$ cat src/rtl/mod_updown_counter.sv
// Parametrised up/down counter with modulus, parallel load, clear, wrap or
// saturate at the terminal value, and a combinational cascade terminal count.
module mod_updown_counter #(
  parameter int unsigned WIDTH     = 8,
  parameter logic [31:0] MAX_COUNT = 32'd255,
  parameter bit          SATURATE  = 1'b0
) (
  input  logic             clock,
  input  logic             resetn,
  input  logic             clear,
  input  logic             load,
  input  logic [WIDTH-1:0] load_value,
  input  logic             enable,
  input  logic             up,
  output logic [WIDTH-1:0] count,
  output logic             tc,
  output logic             wrapped,
  output logic             saturated
);

  localparam logic [WIDTH-1:0] MAX_VAL = MAX_COUNT[WIDTH-1:0];
  localparam logic [WIDTH-1:0] ONE     = {{(WIDTH-1){1'b0}}, 1'b1};

  function automatic logic [WIDTH-1:0] clamp_load(input logic [WIDTH-1:0] v);
    return (v > MAX_VAL) ? MAX_VAL : v;
  endfunction

  function automatic logic at_terminal(input logic [WIDTH-1:0] v, input logic dir_up);
    return dir_up ? (v == MAX_VAL) : (v == '0);
  endfunction

  logic             terminal;
  logic [WIDTH-1:0] load_clamped;
  logic [WIDTH-1:0] count_nxt;
  logic             wrapped_nxt;
  logic             saturated_nxt;

  assign terminal     = at_terminal(count, up);
  assign load_clamped = clamp_load(load_value);
  assign tc           = enable & terminal;

  // Next-state selection: clear > load > enable > hold
  always_comb begin
    count_nxt     = count;
    wrapped_nxt   = 1'b0;
    saturated_nxt = saturated;
    if (clear) begin
      count_nxt     = '0;
      saturated_nxt = 1'b0;
    end else if (load) begin
      count_nxt     = load_clamped;
      saturated_nxt = SATURATE & at_terminal(load_clamped, up);
    end else if (enable) begin
      if (!terminal) begin
        count_nxt     = up ? (count + ONE) : (count - ONE);
        saturated_nxt = 1'b0;
      end else if (SATURATE) begin
        saturated_nxt = 1'b1;
      end else begin
        count_nxt   = up ? '0 : MAX_VAL;
        wrapped_nxt = 1'b1;
      end
    end
  end

  // Count register stage
  always_ff @(posedge clock or negedge resetn) begin
    if (!resetn) begin
      count     <= '0;
      wrapped   <= 1'b0;
      saturated <= 1'b0;
    end else begin
      count     <= count_nxt;
      wrapped   <= wrapped_nxt;
      saturated <= saturated_nxt;
    end
  end

endmodule

$ cat config.mk
export PLATFORM = sky130hd
export DESIGN_NAME = mod_updown_counter
export DESIGN_NICKNAME = d
export VERILOG_FILES = /design/src/rtl/mod_updown_counter.sv
export SDC_FILE = /design/constraint.sdc
export NUM_CORES = 1
export LEC_CHECK = 0
export CAP_MARGIN = 20
export CORE_MARGIN = 5
export CORE_UTILIZATION = 40
export CTS_CLUSTER_DIAMETER = 80
export CTS_CLUSTER_SIZE = 14
export DETAILED_ROUTE_END_ITERATION = 7
export PLACE_DENSITY_LB_ADDON = 0.25
export SYNTH_ARGS = -nofsm -noshare
export SYNTH_HDL_FRONTEND = slang
export SYNTH_SLANG_ARGS = --single-unit
$ cat constraint.sdc
create_clock -name clock -period 2.66 [get_ports clock]
set_clock_uncertainty 0.2 [all_clocks]
set_input_delay 0.532 -clock clock [delete_from_list [all_inputs] [get_ports clock]]
set_output_delay 0.532 -clock clock [all_outputs]
set_load 0.1 [all_outputs]
==> impl_metrics.csv, run 1 <==
group,metric,value,unit
run_status,status,"finished with violations",
run_status,violations,"setup timing",
sta,fin_ws,-0.001851,ns
yosys,yosys_warnings,0,
power,pwr-share-comb,56.0,%
run,cap_violations,0,
clocking,cts_tree,"done",
sta,setup_viol,1,
clocking,clk_pin_slew_worst_paths,0.07,ns
yosys,synth_cells,103,
yosys,syn_nets,124,
grt,grt_pass1_wl,4202,µm
floorplan,die_w,57.56,µm
routing,ant_nets,0,
sta,fin_crit_sh,100.1,%
yosys,yosysUniqueCellTypes,44,
worst_setup_path,cp.arrival,1.93,ns
power,ir_drop,0.0003346,V
grt,track_usage,16.58,%
worst_hold_path,hold_path.class,"in2async",
floorplan,start_util,41.29,%
clocking,numClockSinks,9,
clocking,ctsHoldBuffers,0,
routing,routedWlPerCell,15.70,µm
sta,fmax,375.7,MHz
grt,use_met2,27.10,%
power,total_leakage_power,0.5857,nW
grt,grtUsageMet1,20.46,%
clocking,cts-htree-levels,1,
worst_setup_path,critPathMaxStageDelay,0.56,ns
worst_setup_path,critical_path_class,"reg2out",
routing,viasPerCell,5.690,
yosys,synth_seq_cells,9,
floorplan,ios,25,
clocking,insertion_delay,0.27,ns
yosys,synth_top_flop_cell,"dfrtp_1",
worst_setup_path,endpoint_kind,"output pin",
clocking,cts_buffers,3,
grt,grt-ovfl-total,0,
cells_and_area,area_delta_synth_final,43.98,%
placement,gp_congestion,0.8000,
power,power_switching,0.2952,mW
worst_setup_path,critical_path.startpoint_type,"register",
grt,grt_pass1_vias,894,
yosys,syn_area,904.6,µm²
clocking,root_buffer,"clkbuf_4",
yosys,synth_edf_count,0,
yosys,ys_seq_area_share,24.90,%
yosys,syn_avg_cell_area,8.783,µm²
power,pwr-share-seq,26.5,%
routing,vias,973,
sta,finalMaxSlewViolations,0,
floorplan,rows,17,
sta,final.min_clock_period,2.662,ns
routing,drcViolationCount,0,
grt,grt.met3_usage,2.715,%
routing,initialDrtViolationCount,30,
power,sw_frac_of_total,45.44,%
power,power,0.6496,mW
floorplan,design.core.area,0.002191,mm²
sta,rsz0062_at_grt,"true",
yosys,ys_async_sr_fraction,100.0,%
placement,port_buffers,23,
grt,grt_max_degree,11,
grt,antenna_found_initial,0,
power,power.density,498.7,mW/mm²
cells_and_area,drive_above_1_share,34.27,%
worst_setup_path,path_cells,"or4_4, nor3_4, a21oi_2, nor2b_4, buf_12",
worst_setup_path,worstPathMaxFanout,3,
power,clkPwrFrac,17.5,%
worst_setup_path,required,1.93,ns
placement,hpwl,2110,µm
power,p_int,0.3544,mW
sta,hold_violations,0,
floorplan,dieArea,0.003313,mm²
cells_and_area,fin_util,59.45,%
grt,grt_busiest_layer,"met2",
cells_and_area,fin_nets,165,
floorplan,die_h,57.56,µm
clocking,clock_path_buffers,2,
worst_setup_path,cp_slowest_cell,"or4_4",
routing,totalWireLength,2684,µm
cells_and_area,antenna_cells,0,
placement,place_worst_setup_slack,-0.1607,ns
routing,drt_pre_antenna_iters,4,
## metrics by stage
step / setup TNS [ns] / hold WS [ns] / std cells / cell area (µm²)
after floorplan: -0.1140 / 0.03641 / 103 / 934.6
after global placement: -0.2217 / 0.3637 / 162 / 1239
after detailed placement: -0.3978 / 0.3749 / 162 / 1239
after CTS: 0 / 0.3853 / 168 / 1280
after global routing: -0.05922 / 0.4001 / 171 / 1303
final: -0.001851 / 0.3711 / 171 / 1303
## synth_stat cells (2+ instances only)
| cell | count | area [µm²] |
|---|---|---|
| nor2_1 | 5 | 18.77 |
| xor2_1 | 3 | 26.28 |
| a211o_1 | 3 | 26.28 |
| a32oi_1 | 2 | 17.52 |
| o21bai_1 | 2 | 15.01 |
| a21oi_1 | 8 | 40.04 |
| o21ai_1 | 4 | 20.02 |
| or2_2 | 3 | 18.77 |
| a32o_1 | 2 | 20.02 |
| nor3_1 | 4 | 20.02 |
| nand2b_1 | 2 | 12.51 |
| nor2b_1 | 2 | 12.51 |
| or4_4 | 2 | 22.52 |
| buf_4 | 2 | 15.01 |
| inv_1 | 6 | 22.52 |
| dfrtp_1 | 9 | 225.2 |
| nand2_1 | 6 | 22.52 |
| mux2i_1 | 2 | 20.02 |
| nand4_1 | 2 | 12.51 |
| ha_1 | 6 | 75.07 |
| o21ai_0 | 5 | 25.02 |
## logic make-up after synthesis
family | Yosys count | share of synthesized area [%]
compound gates | 36 | 28.22
xor+xnor | 4 | 3.873
fa+ha+maj | 7 | 10.51
buf+inv | 11 | 7.605
flops | 9 | 24.90
mux | 2 | 2.213
other cells | 1 | 0.4145
simple gates | 33 | 22.27
## power groups by stage
stage          clock, mW  combinational (mW)  sequential (mW)
6_report           0.114               0.364            0.172
5_1_grt            0.122               0.390            0.174
3_3_place_gp           0               0.342            0.177
4_1_cts            0.113               0.356            0.173
3_5_place_dp           0               0.350            0.177
2_1_floorplan          0               0.160            0.261
## routing by layer
metal	part of all wire [%]	wire, µm
met1	43	1146
met2	48	1301
met4	2.5	67
met5	0	0
met3	6.3	168
## critical path: cells and delay by family (launching register included)
family / cells / cell delay (ns)
AO/OA/AOI/OAI: 1 / 0.08
buffers and inverters: 1 / 0.18
AND/OR/NAND/NOR: 3 / 0.91
flip-flops: 1 / 0.48
## flip-flops by register name (all words and copies together), names as in the netlist
name and cells:
count 8, wrapped 1
## what timing repair did
action                     CTS  global route
setup endpoints to repair    1             1
gates resized for setup      2             0
pin swaps                    2             2
setup buffers                2             3
## placed cells by master (no fill, tap or decap), types with 3 or more instances in the layout
cell type	instances
a211o_1	3
a21oi_1	7
buf_4	27
clkbuf_4	3
clkdlybuf4s50_1	12
dfrtp_2	3
dfrtp_4	4
ha_1	6
inv_1	6
nand2_1	6
nor2_1	5
nor3_1	4
o21ai_0	5
o21ai_1	4
or2_2	3
xor2_1	3
## area by class of cell
cell class	count	area, µm²
fillers	199	888.4
multi-input cells	83	621.8
repair buffers	41	352.8
flip-flops and latches	9	244.0
well taps	28	35.03
clock buffers	4	26.28
inverters	6	22.52
## worst paths after layout
path | from | endpoint | slack [ns] | depth (start not counted)
max | count[1]$_DFFE_PN0P_ | tc | -0.002 | 5
min | resetn | count[7]$_DFFE_PN0P_ | 0.37 | 1
max reg2reg | count[1]$_DFFE_PN0P_ | count[7]$_DFFE_PN0P_ | 0.37 | 7
min reg2reg | count[3]$_DFFE_PN0P_ | count[3]$_DFFE_PN0P_ | 0.39 | 1
max in group asynchronous | resetn | count[1]$_DFFE_PN0P_ | 1.54 | 1
min in group clock | count[3]$_DFFE_PN0P_ | count[3]$_DFFE_PN0P_ | 0.39 | 1
Power figures use the tool's default switching activity.
==> run 2, diff against run 1 <==
- PLACE_DENSITY: not set -> 0.78
- PLACE_DENSITY_LB_ADDON: 0.25 -> not set
- SKIP_LAST_GASP: not set -> 1
==> run 2 against run 1 <==
The run now ends clean. Non-clock buffer count fell by 2. Via count fell by 1.4%. Utilization fell by 0.74 points. First-iteration DRC count fell by 6.7%. Setup slack improved by 0.013 ns. Sequential power barely moved. Wire length fell by 1.2%. Final cell count fell by 1.2%. Design area fell by 1.2%. Critical path type unchanged. Largest power group unchanged.
==> impl_metrics.csv, run 2 (synthesized netlist as in run 1, its figures left out) <==
group,metric,value,unit
run_status,status,"complete, no violations",
worst_setup_path,cp_slowest_cell,"or4_4",
sta,fin_ws,0.01132,ns
sta,finalMaxSlewViolations,0,
cells_and_area,seq_area,244.0,µm²
placement,placed_cells_incl_taps,162,
placement,gp_congestion,0.8075,
routing,vias,959,
cells_and_area,regMostFlops,"count",
sta,setup_viol,0,
clocking,numClockSinks,9,
worst_setup_path,critPathMaxStageDelay,0.56,ns
worst_setup_path,worstPathMaxFanout,2,
routing,ant_nets,0,
grt,antenna_found_initial,0,
worst_setup_path,r2r_start,"count[1]$_DFFE_PN0P_",
worst_setup_path,r2r_slack,0.50,ns
clocking,insertion_delay,0.26,ns
clocking,clk_pin_slew_worst_paths,0.07,ns
cells_and_area,multi_input_area,621.8,µm²
floorplan,start_util,41.29,%
placement,place_worst_setup_slack,-0.1571,ns
cells_and_area,drive_above_1_share,33.33,%
floorplan,rows,17,
clocking,clock_path_buffers,2,
placement,port_buffers,23,
power,power.density,500.4,mW/mm²
worst_setup_path,critPathTopFamily,"simple AND/OR/NAND/NOR gates",
clocking,ctsHoldBuffers,0,
grt,grt_max_degree,11,
sta,final.min_clock_period,2.649,ns
cells_and_area,final_cell_count_no_fill,169,
routing,drt_pre_antenna_iters,4,
cells_and_area,largest_reg_flops,8,
clocking,cts_buffers,3,
floorplan,die_h,57.56,µm
floorplan,dieArea,0.003313,mm²
worst_setup_path,path_cells,"or4_4, nor3_4, a21oi_2, nor2b_4, buf_12",
grt,grt_pass1_wl,4284,µm
worst_setup_path,r2r-end,"count[7]$_DFFE_PN0P_",
routing,drcViolationCount,0,
floorplan,die_w,57.56,µm
worst_setup_path,required,1.93,ns
worst_setup_path,cp.arrival,1.92,ns
placement,hpwl,2116,µm
worst_setup_path,critical_path.startpoint_type,"register",
worst_setup_path,endpoint_kind,"output pin",
clocking,root_buffer,"clkbuf_4",
cells_and_area,reg_top3,"count x8, wrapped x1",
grt,grt-ovfl-total,0,
clocking,cts_tree,"done",
routing,routedWlPerCell,15.69,µm
sta,fin_crit_sh,99.57,%
power,ir_drop,0.0002838,V
cells_and_area,final_cell_mix,"25 x buf_4, 12 x clkdlybuf4s50_1, 7 x a21oi_1",
routing,totalWireLength,2651,µm
run,cap_violations,0,
sta,hold_violations,0,
floorplan,ios,25,
worst_hold_path,hold_path.class,"in2async",
cells_and_area,antenna_cells,0,
cells_and_area,num-fill-cells,199,
grt,track_usage,16.91,%
worst_setup_path,cp.buffers_inverters,1,
clocking,cts-htree-levels,1,
cells_and_area,area_delta_synth_final,42.18,%
power,power,0.6437,mW
grt,grt_pass1_vias,954,
sta,rsz0062_at_grt,"true",
cells_and_area,fin_util,58.71,%
routing,initialDrtViolationCount,28,
cells_and_area,fin_nets,163,
routing,viasPerCell,5.675,
floorplan,design.core.area,0.002191,mm²
worst_setup_path,critical_path_class,"reg2out",
worst_setup_path,reg2reg_depth,6,
sta,fmax,377.5,MHz
power,total_leakage_power,0.5762,nW
cells_and_area,final_common_cell,"buf_4",
run 2: changes by cell type in the layout (fill, tap and decap cells not counted):
cell	delta
clkdlybuf4s15_1	-1
dlygate4sd2_1	+1
buf_4	-2
run 2: metrics by stage:
stage	hold slack (ns)	setup TNS (ns)	instance area, µm²
2_1_floorplan	0.03641	-0.1140	934.6
3_3_place_gp	0.3545	-0.1782	1239
3_5_place_dp	0.3629	-0.4952	1239
4_1_cts	0.3781	0	1286
5_1_grt	0.4013	-0.07227	1286
6_report	0.3763	0	1286
run 2: what timing repair did:
item | 4_1_cts | 5_1_grt
setup endpoints to repair | 1 | 1
resized for setup | 1 | 0
setup buffers | 3 | 0
pin swaps | 2 | 0
run 2: worst max-delay path by stage:
stage	start	to	slack, ns	cells after the start
floorplan	count[5]$_DFFE_PN0P_	tc	-0.11	4
finish	count[7]$_DFFE_PN0P_	tc	0.01	5
CTS	count[7]$_DFFE_PN0P_	tc	0.002	5
detailed placement	up	count[7]$_DFFE_PN0P_	-0.16	8
global route	count[7]$_DFFE_PN0P_	tc	-0.07	5
global placement	up	count[5]$_DFFE_PN0P_	-0.07	8
run 2: final cells by class:
class	count	area share (%)
inverters	6	1.751
multi-input cells	83	48.35
clock buffers	4	2.043
well taps	28	2.724
flip-flops and latches	9	18.97
repair buffers	39	26.17
run 2: per-layer routing:
| layer | track usage, % | part of all wire, % | vias to the layer above | wire, µm |
|---|---|---|---|---|
| met4 | 5.629 | 1.2 | 0 | 32 |
| met2 | 29.52 | 49 | 39 | 1292 |
| met3 | 3.394 | 6.2 | 6 | 165 |
| met1 | 20.49 | 44 | 453 | 1161 |
| li1 | - | - | 461 | - |
| met5 | 0 | 0 | - | 0 |
run 2: where the power goes:
part           internal (mW)  switching, mW
Combinational          0.141          0.223
Clock                 0.0580         0.0518
Sequential             0.154         0.0162
Total                  0.353          0.291
==> run 3, diff against run 2 <==
- PLACE_DENSITY: 0.78 -> 0.68
==> run 3 against run 2 <==
Final cell count shrank 0.59%. Die area is the same. Register-to-register slack is essentially flat. First-iteration DRC count shrank 18%. Maximum frequency shrank 0.14%. Combinational power shrank 3%. Non-clock buffer count shrank 1. Flip-flop and latch count is the same. Global-route usage shrank 0.56 points. Worst hold slack gained 0.0054 ns. Sequential power is essentially flat.
==> impl_metrics.csv, run 3 (synthesized netlist as in run 1, its figures left out) <==
group,metric,value,unit
run_status,status,"complete, no violations",
sta,hold_violations,0,
floorplan,rows,17,
routing,vias,914,
worst_setup_path,critPathMaxStageDelay,0.56,ns
clocking,root_buffer,"clkbuf_4",
clocking,numClockSinks,9,
routing,dr_wl_met2,1241,µm
placement,placed_cell_area,0.001239,mm²
worst_setup_path,cp_slowest_cell,"or4_4",
sta,rsz0062_at_grt,"true",
placement,hpwl,2047,µm
routing,ant_nets,0,
power,ir_drop,0.0002692,V
run,cap_violations,0,
power,total_leakage_power,0.5709,nW
sta,whs,0.3817,ns
routing,routedWlPerCell,15.07,µm
clocking,cts_tree,"done",
floorplan,ios,25,
worst_setup_path,worstPathMaxFanout,2,
sta,final.min_clock_period,2.653,ns
worst_setup_path,critical_path.startpoint_type,"register",
routing,wl_met1,1167,µm
floorplan,die_h,57.56,µm
placement,port_buffers,23,
worst_setup_path,reg2reg_depth,6,
floorplan,dieArea,0.003313,mm²
grt,grt_pass1_wl,4188,µm
worst_hold_path,hold_path.class,"in2async",
floorplan,design.core.area,0.002191,mm²
routing,drcViolationCount,0,
cells_and_area,largest_reg_flops,8,
cells_and_area,final_cell_count_no_fill,168,
cells_and_area,num-fill-cells,220,
worst_setup_path,critical_path_class,"reg2out",
floorplan,start_util,41.29,%
cells_and_area,fin_util,58.37,%
clocking,cts-htree-levels,1,
grt,grt-ovfl-total,0,
clocking,clk_pin_slew_worst_paths,0.07,ns
worst_setup_path,r2r_slack,0.50,ns
grt,track_usage,16.35,%
cells_and_area,antenna_cells,0,
cells_and_area,final_common_cell,"buf_4",
routing,drt_pre_antenna_iters,4,
grt,grt_max_degree,11,
clocking,insertion_delay,0.27,ns
cells_and_area,final_cell_mix,"24 x buf_4, 12 x clkdlybuf4s50_1, 7 x a21oi_1",
placement,gp_congestion,0.7984,
grt,antenna_found_initial,0,
sta,fin_crit_sh,99.72,%
cells_and_area,regMostFlops,"count",
sta,tns,0,ns
worst_setup_path,cp.arrival,1.92,ns
worst_setup_path,r2r_start,"count[1]$_DFFE_PN0P_",
cells_and_area,area_delta_synth_final,41.36,%
sta,fmax,377.0,MHz
cells_and_area,reg_top3,"count x8, wrapped x1",
placement,placed_cells_incl_taps,162,
cells_and_area,postLayoutCellArea,0.001279,mm²
routing,initialDrtViolationCount,23,
worst_setup_path,endpoint_kind,"output pin",
routing,top_layer,"met4",
routing,totalWireLength,2531,µm
worst_setup_path,r2r-end,"count[7]$_DFFE_PN0P_",
clocking,clock_path_buffers,2,
sta,setup_viol,0,
cells_and_area,drive_above_1_share,32.86,%
routing,viasPerCell,5.440,
worst_setup_path,required,1.93,ns
sta,finalMaxSlewViolations,0,
power,power.density,498.5,mW/mm²
cells_and_area,fin_nets,162,
grt,grt_pass1_vias,902,
routing,wl_met3,116,µm
clocking,cts_buffers,3,
worst_setup_path,path_cells,"or4_4, nor3_4, a21oi_2, nor2b_4, buf_12",
floorplan,die_w,57.56,µm
## run 3: cell count changes in the layout (fill, tap and decap cells not counted)
cell,change
buf_4,-1
## run 3: what timing repair did
item | in CTS | in global routing
cloned | 0 | 0
gates resized for setup | 1 | 0
pin swaps | 1 | 0
hold buffers | 0 | 0
hold endpoints to repair | 0 | 0
setup endpoints to repair | 1 | 1
buffers inserted | 2 | 0
## run 3: area by class of cell
type | instances | area (µm²) | area share (%)
Clock buffer | 4 | 26.28 | 2.055
Inverter | 6 | 22.52 | 1.761
Multi-Input combinational cell | 83 | 621.8 | 48.63
Sequential cell | 9 | 244.0 | 19.08
Tap cell | 28 | 35.03 | 2.740
Timing Repair Buffer | 38 | 329.1 | 25.73
## run 3: how the worst max path moves through the flow
stage | end | startpoint
2_1_floorplan | tc | count[5]$_DFFE_PN0P_
6_report | tc | count[4]$_DFFE_PN0P_
5_1_grt | tc | count[4]$_DFFE_PN0P_
3_3_place_gp | count[5]$_DFFE_PN0P_ | up
3_5_place_dp | count[5]$_DFFE_PN0P_ | up
4_1_cts | tc | count[4]$_DFFE_PN0P_
## run 3: routing by layer
| layer | up-vias | track usage (%) |
|---|---|---|
| met5 | - | 0 |
| met2 | 24 | 26.94 |
| li1 | 464 | - |
| met4 | 0 | 4.967 |
| met3 | 2 | 2.941 |
| met1 | 424 | 21.58 |
## run 3: worst max-delay path, delay by kind of cell, from the launching register on
family / cells / cell delay [ns]
flip-flops: 1 / 0.48
AO/OA/AOI/OAI: 1 / 0.08
AND/OR/NAND/NOR: 3 / 0.91
buffers and inverters: 1 / 0.18
## run 3: where the power goes
group	internal, mW	switching (mW)	leakage [nW]
logic	0.137	0.216	0.448
clock network	0.0580	0.0560	0.0150
registers	0.154	0.0168	0.108
total	0.349	0.289	0.571
## run 3: through the flow
step	setup slack [ns]	total power, mW
after floorplan	-0.1140	0.4207
after global routing	-0.07186	0.6798
final	0.007478	0.6374
after CTS	-0.01378	0.6438
after global placement	-0.09712	0.5186
after detailed placement	-0.1478	0.5224
